**config.mk**
```make
export PLATFORM = sky130hd
export DESIGN_NAME = pkt_gen_task_executor
export DESIGN_NICKNAME = d
export VERILOG_FILES = /design/src/rtl/pkt_gen_task_executor.sv
export SDC_FILE = /design/constraint.sdc
export NUM_CORES = 1
export LEC_CHECK = 0
export BUFFER_PORTS_ARGS = -buffer_cell sky130_fd_sc_hd__buf_2
export CAP_MARGIN = 20
export CORE_MARGIN = 4
export CORE_UTILIZATION = 57
export CTS_CLUSTER_SIZE = 14
export DETAILED_ROUTE_END_ITERATION = 10
export GPL_ROUTABILITY_DRIVEN = 0
export PLACE_DENSITY = 0.94
export SLEW_MARGIN = 10
export SYNTH_ARGS = -nofsm -noshare
export SYNTH_HDL_FRONTEND = slang
export SYNTH_SLANG_ARGS = --single-unit
```
**constraint.sdc**
```tcl
create_clock -name clk_i -period 6.31 [get_ports clk_i]
set_input_delay 0.631 -clock clk_i [delete_from_list [all_inputs] [get_ports clk_i]]
set_output_delay 0.631 -clock clk_i [all_outputs]
set_load 0.03 [all_outputs]
```
**src/rtl/pkt_gen_task_executor.sv**
```systemverilog
// pkt_gen_task_executor: consumes {flow, size} tasks and emits one Avalon-ST
// packet per task (header beat, then byte-pattern payload beats) on a 64-bit bus.
// Optional feature macro: PKT_GEN_SEQ_NUM_EN (per-flow 32-bit sequence numbers).
module pkt_gen_task_executor #(
  parameter int FLOW_CNT       = 16,
  parameter int FLOW_CNT_WIDTH = (FLOW_CNT == 1) ? 1 : $clog2(FLOW_CNT),
  parameter int MIN_PKT_SIZE   = 64,
  parameter int MAX_PKT_SIZE   = 1518
) (
  input  logic                      clk_i,
  input  logic                      rst_i,
  input  logic [FLOW_CNT_WIDTH-1:0] task_flow_num_i,
  input  logic [15:0]               task_pkt_size_i,
  input  logic                      task_valid_i,
  output logic                      task_ready_o,
  output logic [63:0]               pkt_data_o,
  output logic                      pkt_startofpacket_o,
  output logic                      pkt_endofpacket_o,
  output logic [2:0]                pkt_empty_o,
  output logic                      pkt_valid_o,
  input  logic                      pkt_ready_i,
  output logic                      size_err_o
);

  localparam logic [1:0] ST_IDLE    = 2'd0;
  localparam logic [1:0] ST_HEADER  = 2'd1;
  localparam logic [1:0] ST_PAYLOAD = 2'd2;

  logic [1:0]                state_q, state_d;
  logic [FLOW_CNT_WIDTH-1:0] flow_q, flow_d;
  logic [15:0]               size_q, size_d;
  logic [15:0]               beat_q, beat_d;
  logic                      size_err_q, size_err_d;

  logic [15:0] last_beat;
  logic        is_eop;
  logic        beat_xfer;
  logic        eop_xfer;
  logic        task_accept;
  logic [31:0] seq_cur;

  function automatic logic [15:0] clamp_size(input logic [15:0] sz);
    if (sz < 16'(MIN_PKT_SIZE))      return 16'(MIN_PKT_SIZE);
    else if (sz > 16'(MAX_PKT_SIZE)) return 16'(MAX_PKT_SIZE);
    else                             return sz;
  endfunction

  function automatic logic size_out_of_range(input logic [15:0] sz);
    return (sz < 16'(MIN_PKT_SIZE)) || (sz > 16'(MAX_PKT_SIZE));
  endfunction

  // Payload beat n: every byte is n[7:0]; on the last beat bytes beyond S are zeroed.
  function automatic logic [63:0] payload_beat(input logic [15:0] n, input logic [15:0] s,
                                               input logic last);
    logic [63:0] d;
    logic [3:0]  nbytes;
    nbytes = (s[2:0] == 3'd0) ? 4'd8 : {1'b0, s[2:0]};
    d = '0;
    for (int i = 0; i < 8; i++) begin
      d[63-8*i -: 8] = (!last || (4'(i) < nbytes)) ? n[7:0] : 8'h00;
    end
    return d;
  endfunction

  // Beat index of the eop beat is ceil(S/8)-1; widened so S=65535 cannot overflow.
  assign last_beat   = 16'(({1'b0, size_q} + 17'd7) >> 3) - 16'd1;
  assign pkt_valid_o = (state_q != ST_IDLE);
  assign is_eop      = pkt_valid_o && (beat_q == last_beat);
  assign beat_xfer   = pkt_valid_o && pkt_ready_i;
  assign eop_xfer    = beat_xfer && is_eop;
  // A new task can be taken while idle or on the very cycle the eop beat leaves.
  assign task_ready_o = !rst_i && ((state_q == ST_IDLE) || eop_xfer);
  assign task_accept  = task_valid_i && task_ready_o;
  assign size_err_o   = size_err_q;

`ifdef PKT_GEN_SEQ_NUM_EN
  logic [31:0] seq_q [FLOW_CNT];
  logic [31:0] seq_d [FLOW_CNT];

  assign seq_cur = seq_q[flow_q];

  // Bump the flow's counter when its header (sop) beat is taken by the sink.
  always_comb begin
    seq_d = seq_q;
    if ((state_q == ST_HEADER) && pkt_ready_i) seq_d[flow_q] = seq_q[flow_q] + 32'd1;
  end

  // Sequence counter storage, cleared by reset.
  always_ff @(posedge clk_i) begin
    if (rst_i) begin
      for (int i = 0; i < FLOW_CNT; i++) seq_q[i] <= 32'd0;
    end else begin
      seq_q <= seq_d;
    end
  end
`else
  assign seq_cur = 32'h0;
`endif

  // Output beat formatting from the registered packet context; all zero when idle.
  always_comb begin
    pkt_data_o          = '0;
    pkt_startofpacket_o = 1'b0;
    pkt_endofpacket_o   = is_eop;
    pkt_empty_o         = is_eop ? (3'd0 - size_q[2:0]) : 3'd0;
    if (state_q == ST_HEADER) begin
      pkt_data_o          = {size_q, 16'(flow_q), seq_cur};
      pkt_startofpacket_o = 1'b1;
    end else if (state_q == ST_PAYLOAD) begin
      pkt_data_o = payload_beat(beat_q, size_q, is_eop);
    end
  end

  // Next-state: accept wins (back-to-back), else retire on eop, else advance beat.
  always_comb begin
    state_d    = state_q;
    flow_d     = flow_q;
    size_d     = size_q;
    beat_d     = beat_q;
    size_err_d = size_err_q;
    if (task_accept) begin
      state_d = ST_HEADER;
      flow_d  = task_flow_num_i;
      size_d  = clamp_size(task_pkt_size_i);
      beat_d  = 16'd0;
      if (size_out_of_range(task_pkt_size_i)) size_err_d = 1'b1;
    end else if (eop_xfer) begin
      state_d = ST_IDLE;
    end else if (beat_xfer) begin
      state_d = ST_PAYLOAD;
      beat_d  = beat_q + 16'd1;
    end
  end

  // Control state is reset; packet context registers only load, gated by state.
  always_ff @(posedge clk_i) begin
    if (rst_i) begin
      state_q    <= ST_IDLE;
      size_err_q <= 1'b0;
    end else begin
      state_q    <= state_d;
      size_err_q <= size_err_d;
    end
    flow_q <= flow_d;
    size_q <= size_d;
    beat_q <= beat_d;
  end

endmodule

```
==> results.yml, run 1 <==
logic_synthesis:
  ys_ff_latch: 39
  synth_warnings: 0
  synthArstFlopShare: 0
  yosysSeqAreaShare: 0.289
  avgSynthCellArea_um2: 8.13
  syn-cell-area_um2: 3390
  ys.flop_type: "edfxtp_1"
  yosysUniqueCellTypes: 67
  synth_edf_count: 20
  synthCells: 417
worst_setup_path:
  worst_setup_path_start_kind: "flip-flop"
  cp_max_fo: 10
  setup.worst_path.end_class: "primary output"
  critical_path_class: "flip-flop to primary output"
  cpMaxStageDelayCell: "a2111oi_4"
  cp_data_arrival_time_ps: 5160
  crit_chain: "inv_1 > ha_1 > nor3b_1 > o311ai_0 > a2111oi_4 > nand2_2 > or4_1 > a311o_1 > a221oi_2 > and3_1 > a21boi_4 > nor2_1 > buf_2"
  crit_path_max_incr_delay_ps: 590
  cp.required_ps: 5680
clocking:
  clk-insertion-delay-late_ps: 290
  cts_root_buf: "clkbuf_8"
  post_cts_buffers: 0
  clk_pin_slew_ps: 80
  clock_sinks: 39
  cts_tree: "done"
  clock_path_buffers: 2
  cts_buffers: 5
  cts_max_level: 2
placement:
  placed_area_um2: 3890
  dpl_worst_slack_ps: 825
  hpwl_mm: 7.75
  port_buffers: 95
floorplan:
  die_area_um2: 7250
  pin_count: 96
  core_area_um2: 5640
  initial_core_util: 0.601
  die-width_um: 85.1
  die_y_um: 85.1
  rows: 27
sta:
  setup_viol: 0
  tightest_slew_ps: 952
  tns_ps: 0
  rsz0062_at_grt: "false"
  report.final.slew_viol_count: 0
  fin_crit_sh: 0.918
  slew_headroom: 0.357
  max_clock_freq_mhz: 173
  clock_skew_ps: 5.21
  fin_crit_ps: 5790
  hold_viol_final: 0
  fin_ws_ps: 515
outcome:
  outcome: "completed"
route:
  drtAntennaViolNets: 0
  first_pass_iters: 6
  drc: 0
  num_vias: 3691
  avgRoutedWirePerCell_um: 17.5
  first_iter_violations: 583
  viasPerCell: 6.41
  drt_wl_total_mm: 10.1
grt:
  grt_usage: 0.275
  grt_max_degree: 37
  grt_pass1_vias: 3492
  grt.overflow.total: 0
  grt_pass1_wl_mm: 16.4
  antenna_found_initial: 0
final_layout:
  final_nets: 533
  antennaDiodeCount: 0
  design_area_um2: 3980
  final_layout_size_suffix_gt1_frac: 0.256
  syn_to_final_growth_pct: 17.3
min_path:
  hold_class: "flip-flop to flip-flop"
pwr:
  powerDensity_nw_per_um2: 156
  vdd_ir_drop_max_uv: 133
  power.leakage_nw: 1.72
job:
  maxCapViolCount: 0
==> flip-flops by register name, indices dropped and copies added (netlist names) <==
signal and cells:
size_err_o 1, size_q 16, state_q 2, beat_q 16, flow_q 4
==> cells by family (layout without fill, tap and decap cells) <==
logic type / count (synthesis) / after routing / share of synthesized area
and+or+nand+nor: 206 / 206 / 0.313
AOI/OAI and AO/OA: 93 / 93 / 0.224
DFF: 39 / 39 / 0.289
buffers and inverters: 36 / 119 / 0.0476
xor gates and xnor gates: 32 / 32 / 0.0907
adders and majority gates: 6 / 6 / 0.0221
muxes: 4 / 4 / 0.0129
other: 1 / 5 / 0.00111
==> layout by cell type, fill, tap and decap left out, types with 4 or more instances in the layout <==
| master | Yosys | routed |
|---|---|---|
| buf_2 | 6 | 95 |
| nor3_1 | 9 | 9 |
| nor2_1 | 68 | 68 |
| nand2b_1 | 6 | 6 |
| dfxtp_1 | 19 | 19 |
| clkbuf_8 | 0 | 5 |
| inv_1 | 12 | 12 |
| ha_1 | 6 | 6 |
| o31ai_1 | 10 | 10 |
| or4_1 | 10 | 10 |
| nand4_1 | 8 | 8 |
| buf_4 | 1 | 4 |
| or3_1 | 7 | 7 |
| a21oi_1 | 15 | 15 |
| and2_1 | 6 | 6 |
| o21ai_0 | 16 | 16 |
| conb_1 | 1 | 5 |
| edfxtp_1 | 20 | 20 |
| nand3_1 | 7 | 7 |
| xor2_1 | 10 | 10 |
| nand2_1 | 41 | 41 |
| xnor2_1 | 20 | 20 |
| a211oi_1 | 4 | 4 |
| nor2b_1 | 8 | 7 |
| and3_1 | 11 | 11 |
| nor4_1 | 5 | 5 |
| a32o_1 | 15 | 15 |
==> per-layer routing <==
metal,vias to the layer above,share of wire,track usage
met5,-,0,0
met4,0,0.038,0.119
met2,256,0.47,0.458
met1,1676,0.37,0.349
li1,1711,-,-
met3,48,0.12,0.0485
==> synth_stat cells (4+ instances only) <==
cell type,instances,area [µm²]
nand4_1,8,50.1
clkbuf_1,14,52.6
or3_1,7,43.8
nand2b_1,6,37.5
o21ai_0,16,80.1
a211oi_1,4,30.0
edfxtp_1,20,601
a21oi_1,15,75.1
and3_1,11,68.8
buf_2,6,30.0
nand2_1,41,154
ha_1,6,75.1
nor2_1,68,255
nor2b_1,8,50.1
dfxtp_1,19,380
o31ai_1,10,75.1
or4_1,10,75.1
nor3_1,9,45.0
nand3_1,7,35.0
xnor2_1,20,175
inv_1,12,45.0
xor2_1,10,87.6
and2_1,6,37.5
a32o_1,15,150
nor4_1,5,31.3
==> area by class of cell <==
class	instances	area (µm²)
Multi-Input combinational cell	346	2270
Fill cell	420	1660
Sequential cell	39	981
Timing Repair Buffer	99	505
Tap cell	72	90.1
Clock buffer	6	72.6
Inverter	12	45.0
Clock inverter	2	12.5
==> where the power goes <==
group | switching (mW) | internal [mW]
Combinational | 0.0956 | 0.0539
Clock | 0.0909 | 0.0773
Sequential | 0.0237 | 0.279
Total | 0.210 | 0.410
==> path summary, 6_finish.rpt <==
kind / startpoint / to / slack [ps] / cells past startpoint
hold / removal: state_q[0]$_SDFFE_PP0P_ / state_q[0]$_SDFFE_PP0P_ / 500 / 1
setup reg to reg: size_q[0]$_SDFFCE_PP0P_ / size_q[14]$_SDFFCE_PP0P_ / 1310 / 12
hold reg to reg: state_q[0]$_SDFFE_PP0P_ / state_q[0]$_SDFFE_PP0P_ / 500 / 1
setup / recovery: size_q[0]$_SDFFCE_PP0P_ / pkt_data_o[42] / 520 / 13
==> timing repair <==
item	4_1_cts	5_1_grt
hold buffers	0	0
resized for setup	0	1
setup endpoints to repair	0	4
==> metrics by stage <==
stage	power [mW]	cells	hold slack [ps]	utilization
floorplan	0.408	421	465	-
global placement	0.449	568	477	0.689
detailed placement	0.454	568	484	0.689
CTS	0.619	576	502	0.704
global route	0.647	576	501	0.705
finish	0.620	576	504	0.705
==> worst max-delay path, delay by kind of cell, from the launching register on <==
family	cells	cell delay (ps)
AOI/OAI and AO/OA	5	2220
adders and majority gates	1	210
buffers and inverters	2	380
DFF	1	580
and+or+nand+nor	5	1480
No activity file was read; power rests on OpenSTA's default activity.
==> inputs of run 2 (changes only) <==
Settings changed: ABC_AREA set to 1, CORE_UTILIZATION 57 to 59, PLACE_DENSITY 0.94 to 0.95.
==> run 2 against run 1 <==
Against the previous run: worst hold slack worse by 43 ps; flip-flop and latch count unchanged; first-iteration DRC count down 7.7%; combinational power is 58% higher; worst setup slack better by 1200 ps; synthesized cell count is 56% higher; critical path type unchanged; register-to-register slack gained 950 ps; sequential share of layout area is 2.5 points lower; critical path depth increased by 5; sequential power hardly changed; cell count is 43% higher; die area up 7.5%; critical endpoint is now pkt_data_o[23]; largest cell class unchanged.
==> results.yml, run 2 <==
outcome:
  outcome: "completed"
clocking:
  cts-resized-gates: 0
  clk-insertion-delay-late_ps: 310
  cts_root_buf: "clkbuf_8"
  clock_sinks: 39
  post_cts_buffers: 0
  cts_buffers: 5
  cts_max_level: 2
  clock_path_buffers: 2
  postCtsHoldBufs: 0
  cts_tree: "done"
  clk_pin_slew_ps: 90
pwr:
  power.total_uw: 739
  powerDensity_nw_per_um2: 167
  power.leakage_nw: 2.61
  vdd_ir_drop_max_uv: 114
final_layout:
  reg_top3: "beat_q (16), size_q (16), flow_q (4)"
  design_area_um2: 4430
  regArea_um2: 981
  fin_util: 0.726
  final_layout_size_suffix_gt1_frac: 0.174
  layout_commonest_cell: "nand2_1"
  final_nets: 777
  fillers: 502
  antennaDiodeCount: 0
  multi_input_area_um2: 2350
  final_cell_mix: "nand2_1 (213), inv_1 (106), buf_2 (95), nor2_1 (89), nand3_1 (67)"
  syn_to_final_growth_pct: 16.4
  finalNonFillerCells: 823
worst_setup_path:
  setup.worst_path.end_class: "primary output"
  critical_path_class: "flip-flop to primary output"
  cpMostUsedCell: "nand2_1"
  crit_path_max_incr_delay_ps: 500
  crit_chain: "inv_1 > ha_1 > nand2_2 > nand2_1 > nand2_1 > nand2_1 > ha_1 > a21oi_1 > o21ai_0 > nor3_1 > nand2_1 > nor3_1 > nand3b_1 > nor2_2 > nand3b_4 > nor2_1 > nor2_1 > buf_2"
  critPathBufInv: 2
  r2r-end: "size_q[5]$_SDFFCE_PP0P_"
  worst_setup_path_start_kind: "flip-flop"
  cp_top_family: "simple AND/OR/NAND/NOR gates"
  r2r_setup_slack_ps: 2260
  worstReg2RegStart: "size_q[0]$_SDFFCE_PP0P_"
  rr_worst_depth: 19
  cp.required_ps: 5680
  cp_data_arrival_time_ps: 3930
  cpMaxStageDelayCell: "nor2_1"
  cp_max_fo: 26
grt:
  antenna_found_initial: 0
  grt_pass1_vias: 4365
  grt.overflow.total: 0
  grt-busiest-layer: "met2"
  gr-usage-met2: 0.528
  use_met1: 0.390
  grt_max_degree: 27
  gr-usage-met3: 0.0456
  grt_pass1_wl_mm: 19.3
  grt_usage: 0.312
logic_synthesis:
  ys.flop_type: "edfxtp_1"
  synth_edf_count: 20
  synth_top_area_cell: "nand2_1"
  yosysSeqAreaShare: 0.258
  syn-cell-area_um2: 3800
  ys_ff_latch: 39
  synth_commonest_cells: "nand2_1 (213), inv_1 (106), nor2_1 (89)"
  synth.most_common_cell: "nand2_1"
  synthCells: 651
  yosysUniqueCellTypes: 33
  synth_warnings: 0
  yosys-top-cells-area: "nand2_1 (21%), edfxtp_1 (16%), inv_1 (10%)"
  synthArstFlopShare: 0
  avgSynthCellArea_um2: 5.84
  netlist.area_leader.share: 0.210
route:
  first_pass_iters: 6
  drt_wl_total_mm: 11.8
  avgRoutedWirePerCell_um: 14.3
  first_iter_violations: 538
  viasPerCell: 5.76
  num_vias: 4738
  drc: 0
  drtAntennaViolNets: 0
sta:
  fin_crit_ps: 4560
  fin_ws_ps: 1750
  report.final.slew_viol_count: 0
  setup_viol: 0
  hold_slack_ps: 461
  fin_crit_sh: 0.722
  slew_headroom: 0.442
  clock_skew_ps: 12.6
  tns_ps: 0
  max_clock_freq_mhz: 219
  hold_viol_final: 0
  rsz0062_at_grt: "false"
  tightest_slew_ps: 836
placement:
  placed_cells: 815
  placed_area_um2: 4320
  port_buffers: 95
  hpwl_mm: 9.40
  dpl_worst_slack_ps: 2250
floorplan:
  die_area_um2: 7800
  die_y_um: 88.3
  pin_count: 96
  die-width_um: 88.3
  core_area_um2: 6100
  rows: 28
  initial_core_util: 0.624
min_path:
  hold_class: "flip-flop to flip-flop"
  whs_endpoint: "size_err_o$_SDFFE_PP0P_"
  hold_start: "size_err_o$_SDFFE_PP0P_"
  hold_depth: 2
job:
  maxCapViolCount: 0
run 2: cells by family (layout without fill, tap and decap cells):
family                   Yosys count  after routing  share of synthesized area
buffers and inverters            120            213                      0.127
other                              1              5                   0.000986
AO/OA/AOI/OAI                     39             39                     0.0605
flip-flops                        39             39                      0.258
XOR/XNOR                          19             19                     0.0438
AND/OR/NAND/NOR                  427            427                      0.490
adder cells (fa/ha/maj)            6              6                     0.0197
run 2: cell type report:
cell class | count | area share
inverters | 109 | 0.0924
repair buffers | 96 | 0.109
flip-flops and latches | 39 | 0.222
clock buffers | 6 | 0.0212
multi-input cells | 496 | 0.532
clock inverters | 2 | 0.00311
well taps | 75 | 0.0212
run 2: tightest hold or removal path: cells and delay by family, from the launching register on:
family,cells,cell delay (ps)
flops,1,320
buf+inv,1,50
compound gates,1,50
run 2: metal layers:
layer / routed length (µm) / share of wire
met5: 0 / 0
met4: 473 / 0.040
met3: 1230 / 0.10
met2: 5540 / 0.47
met1: 4540 / 0.39
run 2: worst max-delay path by stage:
| stage | start | endpoint | slack [ps] | cells past startpoint |
|---|---|---|---|---|
| floorplan | size_q[0]$_SDFFCE_PP0P_ | flow_q[0]$_DFFE_PP_ | 2740 | 23 |
| global route | size_q[0]$_SDFFCE_PP0P_ | pkt_data_o[45] | 1360 | 18 |
| global placement | size_q[0]$_SDFFCE_PP0P_ | pkt_data_o[43] | 2330 | 19 |
| detailed placement | size_q[0]$_SDFFCE_PP0P_ | pkt_data_o[46] | 2250 | 18 |
| CTS | size_q[0]$_SDFFCE_PP0P_ | pkt_data_o[46] | 1900 | 20 |
| finish | size_q[0]$_SDFFCE_PP0P_ | pkt_data_o[23] | 1750 | 18 |
run 2: report_power, final:
group | internal, mW | switching, mW
Sequential | 0.283 | 0.0197
Clock | 0.102 | 0.0972
Combinational | 0.0662 | 0.171
Total | 0.451 | 0.288
==> inputs of run 3 (changes only) <==
Settings changed: CORE_UTILIZATION 59 to 55, PLACE_DENSITY 0.95 to 0.9.
Clock period 6.31 ns to 4.4 ns, I/O delays scaled along.
==> run 3 against run 2 <==
Against the previous run: global-route usage decreased by 4.4 points; combinational power grew 42%; non-clock buffer count grew 4; largest power group unchanged; flip-flop and latch count did not move; final area grew 1.3%.
==> results.yml, run 3 (same netlist as run 2, synthesis figures left out) <==
grt:
  grt_pass1_vias: 4251
  antenna_found_initial: 0
  grt_pass1_wl_mm: 18.5
  grt_usage: 0.268
  grt_max_degree: 27
  grt.overflow.total: 0
sta:
  slew_headroom: 0.426
  max_clock_freq_mhz: 242
  fin_crit_sh: 0.941
  hold_slack_ps: 311
  tightest_slew_ps: 854
  fin_ws_ps: 259
  fin_crit_ps: 4140
  tns_ps: 0
  hold_viol_final: 0
  clock_skew_ps: 12.4
  setup_viol: 0
  report.final.slew_viol_count: 0
  rsz0062_at_grt: "false"
worst_setup_path:
  crit_chain: "inv_2 > ha_2 > nand2_2 > nand2_1 > nand2_1 > nand2_1 > ha_1 > a21oi_1 > o21ai_0 > nor3_1 > nand3_1 > nor2_1 > nand2_1 > nor2_1 > nand2_1 > nor2_1 > nand3_2 > nor2_4 > o22ai_1 > buf_2"
  cp.required_ps: 3960
  cp_top_family: "simple AND/OR/NAND/NOR gates"
  crit_path_max_incr_delay_ps: 410
  cp_max_fo: 8
  worst_setup_path_start_kind: "flip-flop"
  cp_data_arrival_time_ps: 3700
  rr_worst_depth: 23
  critical_path_class: "flip-flop to primary output"
  critPathBufInv: 2
  crit_cells: 20
  cpMaxStageDelayCell: "edfxtp_1"
  cpMostUsedCell: "nand2_1"
  setup.worst_path.end_class: "primary output"
pwr:
  combPwrFrac: 0.332
  powerDensity_nw_per_um2: 227
  power.share.sequential: 0.425
  vdd_ir_drop_max_uv: 152
  clkPwrFrac: 0.243
  power.leakage_nw: 2.62
  switchingPower_uw: 406
  p_int_uw: 612
  p_sw_frac: 0.399
min_path:
  hold_class: "input pin to flip-flop"
  hold_depth: 1
clocking:
  clock_path_buffers: 2
  cts_tree: "done"
  cts_max_level: 2
  clk_pin_slew_ps: 90
  cts_root_buf: "clkbuf_8"
  clk-insertion-delay-late_ps: 300
  clock_sinks: 39
  cts_buffers: 5
floorplan:
  core_area_um2: 6760
  die_area_um2: 8310
  rows: 30
  die_y_um: 91.2
  initial_core_util: 0.563
  pin_count: 96
  die-width_um: 91.2
placement:
  hpwl_mm: 8.91
  placed_area_um2: 4330
  dpl_worst_slack_ps: 441
  placed_cells: 821
  port_buffers: 95
route:
  first_iter_violations: 363
  first_pass_iters: 5
  viasPerCell: 5.51
  num_vias: 4593
  drc: 0
  avgRoutedWirePerCell_um: 13.8
  drt_wl_total_mm: 11.5
  drtAntennaViolNets: 0
final_layout:
  syn_to_final_growth_pct: 17.9
  finalNonFillerCells: 833
  reg_top3: "beat_q (16), size_q (16), flow_q (4)"
  final_cell_mix: "nand2_1 (211), inv_1 (104), buf_2 (95), nor2_1 (86), nand3_1 (66)"
  layout_commonest_cell: "nand2_1"
  final_nets: 782
  antennaDiodeCount: 0
  final_layout_size_suffix_gt1_frac: 0.191
  design_area_um2: 4480
  fillers: 594
outcome:
  outcome: "completed"
job:
  maxCapViolCount: 0
## run 3: changes by cell type in the layout (fill, tap and decap cells not counted), moves of 2 or more
cell / change
buf_4: +4
inv_1: -2
inv_2: +2
nand2_1: -2
nand2_2: +2
nor2_1: -3
nor2_4: +2
## run 3: worst reg2reg max path: stages, from the launching register on
cell      delay, ps
edfxtp_1        410
inv_2           150
ha_2            240
nand2_2          90
nand2_1         110
nand2_1          70
nand2_1          90
ha_1            240
a21oi_1         130
o21ai_0          90
nor3_1          260
nand3_1         110
nor2_1          110
nand2_1          70
nor2_1           80
nand2_1          50
nor2_1          250
nand3_1         140
nand2_1         110
nand2_1          60
inv_2            70
nand2_4         130
inv_1            80
buf_4           280
## run 3: final timing paths
path | slack, ps | end | start
max | 260 | pkt_data_o[54] | size_q[0]$_SDFFCE_PP0P_
min | 310 | flow_q[2]$_DFFE_PP_ | task_flow_num_i[2]
max reg2reg | 640 | size_q[13]$_SDFFCE_PP0P_ | size_q[0]$_SDFFCE_PP0P_
min reg2reg | 460 | size_err_o$_SDFFE_PP0P_ | size_err_o$_SDFFE_PP0P_
## run 3: final cells by class
cell class                      instances  area, µm²  share of cell area
Multi-Input combinational cell        497       2400               0.535
Sequential cell                        39        981               0.219
Timing Repair Buffer                  100        513               0.114
Inverter                              109        409              0.0912
Tap cell                               80        100              0.0223
Clock buffer                            6       72.6              0.0162
Clock inverter                          2       11.3             0.00251
## run 3: metal layers
| metal | vias to the layer above | part of all wire | track usage |
|---|---|---|---|
| li1 | 2255 | - | - |
| met1 | 2009 | 0.39 | 0.328 |
| met2 | 281 | 0.46 | 0.445 |
| met3 | 48 | 0.11 | 0.0530 |
| met4 | 0 | 0.043 | 0.139 |
| met5 | - | 0 | 0 |
## run 3: power by group through the flow
stage	clock, mW	combinational [mW]	sequential (mW)
6_report	0.248	0.337	0.432
5_1_grt	0.263	0.370	0.435
4_1_cts	0.248	0.330	0.431
3_5_place_dp	0	0.328	0.439
3_3_place_gp	0	0.322	0.436
2_1_floorplan	0	0.246	0.432
## run 3: timing repair
action	in CTS	in global routing
resized for setup	0	12
hold buffers	0	0
buffers inserted	0	3
setup endpoints to repair	0	61
## run 3: stage by stage
step / utilization / power [mW]
detailed placement: 0.641 / 0.767
CTS: 0.654 / 1.01
global route: 0.664 / 1.07
floorplan: - / 0.678
global placement: 0.641 / 0.758
finish: 0.664 / 1.02
